--- src/rtl/cv32e40s_obi_resp_tracker.sv ---
// ---------------------------------------------------------------------------
// cv32e40s_obi_resp_tracker
//
// Per-port OBI transaction tracker. Every granted address phase stores its
// attribute vector plus a grant-parity error flag in a circular buffer. The
// oldest entry is shown alongside the matching response phase, so attributes
// come back in order. Also reports occupancy status and protocol violations.
// The block never stalls the bus; it only reports errors.
//
// Optional feature: define CV32E40S_OBI_RESP_TIMEOUT_EN to build a response
// watchdog. Without it, timeout_err_o is tied to 0.
//
// Parameters:
//   MAX_OUTSTANDING  accepted-but-unanswered transactions (>=1, any value)
//   ATTR_W           width of the per-transaction attribute vector
//   TIMEOUT_CYCLES   watchdog limit in cycles (>=2), watchdog build only
//   CNT_W            derived occupancy width (not overridable)
//
// Ports:
//   clk, rst            clock, synchronous active-high reset
//   obi_req_i/gnt_i     address phase; push = req & gnt
//   obi_rvalid_i        response phase; pop = rvalid
//   gntpar_err_i        grant parity error seen this cycle
//   trans_attr_i        attributes of the address-phase transaction
//   resp_attr_o         attributes of the oldest outstanding transaction
//   resp_gntpar_err_o   grant-parity error recorded for that transaction
//   outstanding_o       number of outstanding transactions
//   empty_o, full_o     occupancy status
//   protocol_err_o      one-cycle pulse on overflow or underflow
//   timeout_err_o       sticky watchdog error
// ---------------------------------------------------------------------------
module cv32e40s_obi_resp_tracker #(
    parameter int unsigned MAX_OUTSTANDING = 2,
    parameter int unsigned ATTR_W          = 2,
    parameter int unsigned TIMEOUT_CYCLES  = 256,
    localparam int unsigned CNT_W          = $clog2(MAX_OUTSTANDING + 1)
) (
    input  logic              clk,
    input  logic              rst,
    input  logic              obi_req_i,
    input  logic              obi_gnt_i,
    input  logic              obi_rvalid_i,
    input  logic              gntpar_err_i,
    input  logic [ATTR_W-1:0] trans_attr_i,
    output logic [ATTR_W-1:0] resp_attr_o,
    output logic              resp_gntpar_err_o,
    output logic [CNT_W-1:0]  outstanding_o,
    output logic              empty_o,
    output logic              full_o,
    output logic              protocol_err_o,
    output logic              timeout_err_o
);

    // A depth of 1 still needs a 1-bit pointer.
    localparam int unsigned      PTR_W    = (MAX_OUTSTANDING > 1) ? $clog2(MAX_OUTSTANDING) : 1;
    localparam logic [PTR_W-1:0] LAST_PTR = PTR_W'(MAX_OUTSTANDING - 1);
    localparam logic [CNT_W-1:0] MAX_CNT  = CNT_W'(MAX_OUTSTANDING);

    if (MAX_OUTSTANDING < 1 || ATTR_W < 1 || TIMEOUT_CYCLES < 2) begin : g_bad_params
        $error("cv32e40s_obi_resp_tracker: illegal parameter value");
    end

    typedef struct packed {
        logic              gnterr;
        logic [ATTR_W-1:0] attr;
    } entry_t;

    entry_t [MAX_OUTSTANDING-1:0] mem_q;
    logic   [PTR_W-1:0]           wptr_q;
    logic   [PTR_W-1:0]           rptr_q;
    logic   [CNT_W-1:0]           cnt_q;
    logic                         gntpar_q;

    logic   push;
    logic   pop;
    logic   empty;
    logic   full;
    logic   push_ok;
    logic   pop_ok;
    entry_t wr_entry;
    entry_t head;

    // Wrap explicitly at the last index so non-power-of-two depths work.
    function automatic logic [PTR_W-1:0] ptr_inc(input logic [PTR_W-1:0] p);
        return (p == LAST_PTR) ? '0 : p + PTR_W'(1);
    endfunction

    assign push  = obi_req_i & obi_gnt_i;
    assign pop   = obi_rvalid_i;
    assign empty = (cnt_q == '0);
    assign full  = (cnt_q == MAX_CNT);

    // A response needs an earlier grant, so a pop is only legal against
    // stored state; a same-cycle push never rescues an empty-state pop.
    assign pop_ok  = pop & ~empty;
    // Full is fine as long as the head leaves in the same cycle.
    assign push_ok = push & (~full | pop_ok);

    assign protocol_err_o = (pop & empty) | (push & full & ~pop);

    // Parity errors seen while the request waited for its grant are folded
    // into the entry that finally gets granted.
    assign wr_entry = '{gnterr: gntpar_err_i | gntpar_q, attr: trans_attr_i};

    // Head is read straight from storage: valid in the same cycle as rvalid.
    assign head              = empty ? '0 : mem_q[rptr_q];
    assign resp_attr_o       = head.attr;
    assign resp_gntpar_err_o = head.gnterr;

    assign outstanding_o = cnt_q;
    assign empty_o       = empty;
    assign full_o        = full;

    always_ff @(posedge clk) begin
        if (rst) begin
            mem_q    <= '0;
            wptr_q   <= '0;
            rptr_q   <= '0;
            cnt_q    <= '0;
            gntpar_q <= 1'b0;
        end else begin
            if (push_ok) begin
                mem_q[wptr_q] <= wr_entry;
                wptr_q        <= ptr_inc(wptr_q);
            end
            if (pop_ok) begin
                rptr_q <= ptr_inc(rptr_q);
            end
            case ({push_ok, pop_ok})
                2'b10:   cnt_q <= cnt_q + CNT_W'(1);
                2'b01:   cnt_q <= cnt_q - CNT_W'(1);
                default: cnt_q <= cnt_q;
            endcase
            // Sticky across a stalled request; consumed by the grant.
            if (obi_req_i) begin
                gntpar_q <= obi_gnt_i ? 1'b0 : (gntpar_q | gntpar_err_i);
            end
        end
    end

`ifdef CV32E40S_OBI_RESP_TIMEOUT_EN
    localparam int unsigned       WAIT_W   = $clog2(TIMEOUT_CYCLES + 1);
    localparam logic [WAIT_W-1:0] WAIT_MAX = WAIT_W'(TIMEOUT_CYCLES);

    logic [WAIT_W-1:0] wait_q;
    logic [WAIT_W-1:0] wait_d;
    logic              timeout_q;

    // Counts cycles the head has been waiting for its response.
    always_comb begin
        wait_d = wait_q;
        if (empty || pop_ok) begin
            wait_d = '0;
        end else if (wait_q != WAIT_MAX) begin
            wait_d = wait_q + WAIT_W'(1);
        end
    end

    always_ff @(posedge clk) begin
        if (rst) begin
            wait_q    <= '0;
            timeout_q <= 1'b0;
        end else begin
            wait_q    <= wait_d;
            timeout_q <= timeout_q | (wait_d == WAIT_MAX);
        end
    end

    assign timeout_err_o = timeout_q;
`else
    assign timeout_err_o = 1'b0;
`endif

endmodule

--- config.mk ---
export PLATFORM = sky130hd
export DESIGN_NAME = cv32e40s_obi_resp_tracker
export DESIGN_NICKNAME = d
export VERILOG_FILES = /design/src/rtl/cv32e40s_obi_resp_tracker.sv
export SDC_FILE = /design/constraint.sdc
export NUM_CORES = 1
export LEC_CHECK = 0
export BUFFER_PORTS_ARGS = -buffer_cell sky130_fd_sc_hd__buf_2
export CAP_MARGIN = 20
export CORE_AREA = 2 2 39 41
export DETAILED_ROUTE_END_ITERATION = 10
export DIE_AREA = 0 0 41 43
export HOLD_SLACK_MARGIN = 0.08
export PLACE_DENSITY = 0.69
export SKIP_LAST_GASP = 1
export SYNTH_ARGS = -nofsm -noshare
export SYNTH_HDL_FRONTEND = slang
export SYNTH_SLANG_ARGS = --single-unit
--- constraint.sdc ---
create_clock -name clk -period 4.3 [get_ports clk]
set_input_delay 0.43 -clock clk [delete_from_list [all_inputs] [get_ports clk]]
set_output_delay 0.43 -clock clk [all_outputs]
set_load 0.01 [all_outputs]
==> results.yml <==
place:
  dp_hpwl_um: 796
  dp_cells: 91
  pre_cts_slack_ps: 2390
  routabilityCongestion: 0.671
  io_buffers: 15
sta:
  hold_viol_final: 0
  setup_tns_ps: 0
  grt_setup_unrepaired: "no"
  setup_viol: 0
  timing.final.ws_setup_ps: 2470
  period_minus_slack_ps: 1830
  maxSlewViolCount: 0
  timing.final.crit_share: 0.425
  fin_skew_ps: 4.77
  max_freq_mhz: 547
grt:
  antenna_found_initial: 0
  grt_pass1_wl_um: 1660
  grt-ovfl-total: 0
  grt_use_total: 0.145
  grt_pass1_vias: 414
  grt_start_max_net_pins: 15
synthesis:
  yosys.area.top_type_share: 0.374
  syn_avg_cell_area_um2: 9.21
  ys_warn_count: 0
  ys_top_cells_by_count: "11 x dfxtp_1, 9 x mux2i_1, 8 x nand2b_1, 7 x nor2_1"
  synth_top_area_cell: "dfxtp_1"
  synth_cell_types: 25
  yosysSeqAreaShare: 0.374
  synth_edf_count: 0
  synth-seq-cells: 11
  synth_top_flop_cell: "dfxtp_1"
  synthArstFlopShare: 0
  syn_inst: 64
  synth_fp_nets: 73
  synth.most_common_cell: "dfxtp_1"
  yosys-top-cells-area: "dfxtp_1 37%, mux2i_1 15%, nand2b_1 8.5%, nor2_1 4.5%, xor2_1 3.0%"
  syn_area_um2: 589
clock_network:
  cts_tree: "yes"
  cts.hold.buffers_added: 0
  post_cts_resized: 0
  clkSlewWorstSetupHoldPaths_ps: 70
  cts_setup_buffers: 0
  cts_htree_levels: 1
  cts_max_path_buffers: 2
  cts_sinks: 11
  cts-root-buf: "clkbuf_4"
  insertion_delay_ps: 270
  cts_made_buffers: 3
critical_path:
  crit_path_start_kind: "flop"
  crit_required_ps: 4500
  cp.arrival_ps: 2030
  cp_max_fo: 10
  end_kind: "flop"
  critPathKind: "flop to flop"
routing:
  ant_nets: 0
  vias_per_cell: 5.02
  wirelength_um: 1060
  drcViolationCount: 0
  avgRoutedWirePerCell_um: 11.2
  dr.first_iter.drc_count: 5
  first_pass_iters: 4
  num_vias: 477
finish:
  diodes: 0
  drive_gt1_frac: 0.278
  ff_latch_area_um2: 220
  nFillCells: 142
  multi_input_area_um2: 339
  post-route-util: 0.495
  instances_no_fill: 95
  nets: 89
  area_growth_pct: 16.1
status:
  outcome: "finished, final reports clean"
power:
  pwr_density_cell_mw_per_mm2: 471
  peakVddDrop_v: 0.000246
  p_leak_nw: 0.309
die:
  dieArea_mm2: 0.00176
  die_h_um: 43
  num_rows: 14
  die_w_um: 41
  start_util: 0.426
  io_pins: 17
  core_mm2: 0.00138
job:
  maxCapViolCount: 0
min_path:
  hold_class: "input pin to flop"
## worst max-delay path, cell delays in order, from the launching register on
cell     delay [ps]
dfxtp_1         450
or3b_1          420
nand3_1         110
ha_1            260
or3_1           380
a21oi_1         140
## kinds of logic (layout without fill, tap and decap cells)
| group | Yosys count | count (layout) | synth area share |
|---|---|---|---|
| adders and majority gates | 1 | 1 | 0.0212 |
| buffers and inverters | 5 | 20 | 0.0510 |
| DFF | 11 | 11 | 0.374 |
| xor gates and xnor gates | 3 | 3 | 0.0446 |
| AOI/OAI and AO/OA | 8 | 8 | 0.0764 |
| muxes | 10 | 10 | 0.172 |
| and+or+nand+nor | 25 | 25 | 0.255 |
| other | 1 | 1 | 0.00636 |
## worst paths after layout
kind	from	end	slack, ps	depth (start not counted)
min reg2reg	mem_q[3]	mem_q[3]	480	2
max	outstanding_o[1]	outstanding_o[1]	2470	5
min	obi_gnt_i	gntpar_q	420	2
max reg2reg	outstanding_o[1]	outstanding_o[1]	2470	5
## metal layers
layer  routed length, um  GRT usage
met3                  67     0.0942
met4                  14     0.0600
met2                 516      0.216
met1                 464      0.157
met5                   0          0
## metrics by stage
step                      hold WS, ps  power (mW)  area (um2)
final                             417       0.322         684
after global placement            462       0.252         658
after detailed placement          472       0.255         658
after global routing              417       0.344         684
after floorplan                   448       0.227         589
after CTS                         411       0.325         684
## area by class of cell
cell class | count | share of cell area
multi-input combinational | 48 | 0.495
sequential | 11 | 0.322
timing repair buffer | 15 | 0.110
clock buffer | 4 | 0.0384
tap | 16 | 0.0293
inverter | 1 | 0.00548
## cells in the final DEF, fill, tap and decap left out, drive strengths merged, types with 2 or more instances in the layout
master and count:
or3 2, clkbuf 4, xor2 2, mux2i 9
dfxtp 11, nand3 2, nand2b 8, a21oi 3
nor2 7, buf 15, o21ai 3
## state kept, by name, indices dropped and copies added (netlist names)
| register | count |
|---|---|
| wptr_q | 1 |
| mem_q | 6 |
| outstanding_o | 2 |
| gntpar_q | 1 |
| rptr_q | 1 |
## power by group
| part | switching (mW) | internal (mW) |
|---|---|---|
| logic | 0.0567 | 0.0544 |
| clock network | 0.0342 | 0.0359 |
| registers | 0.0243 | 0.117 |
| total | 0.115 | 0.207 |
(Power assumes the default switching activity.)
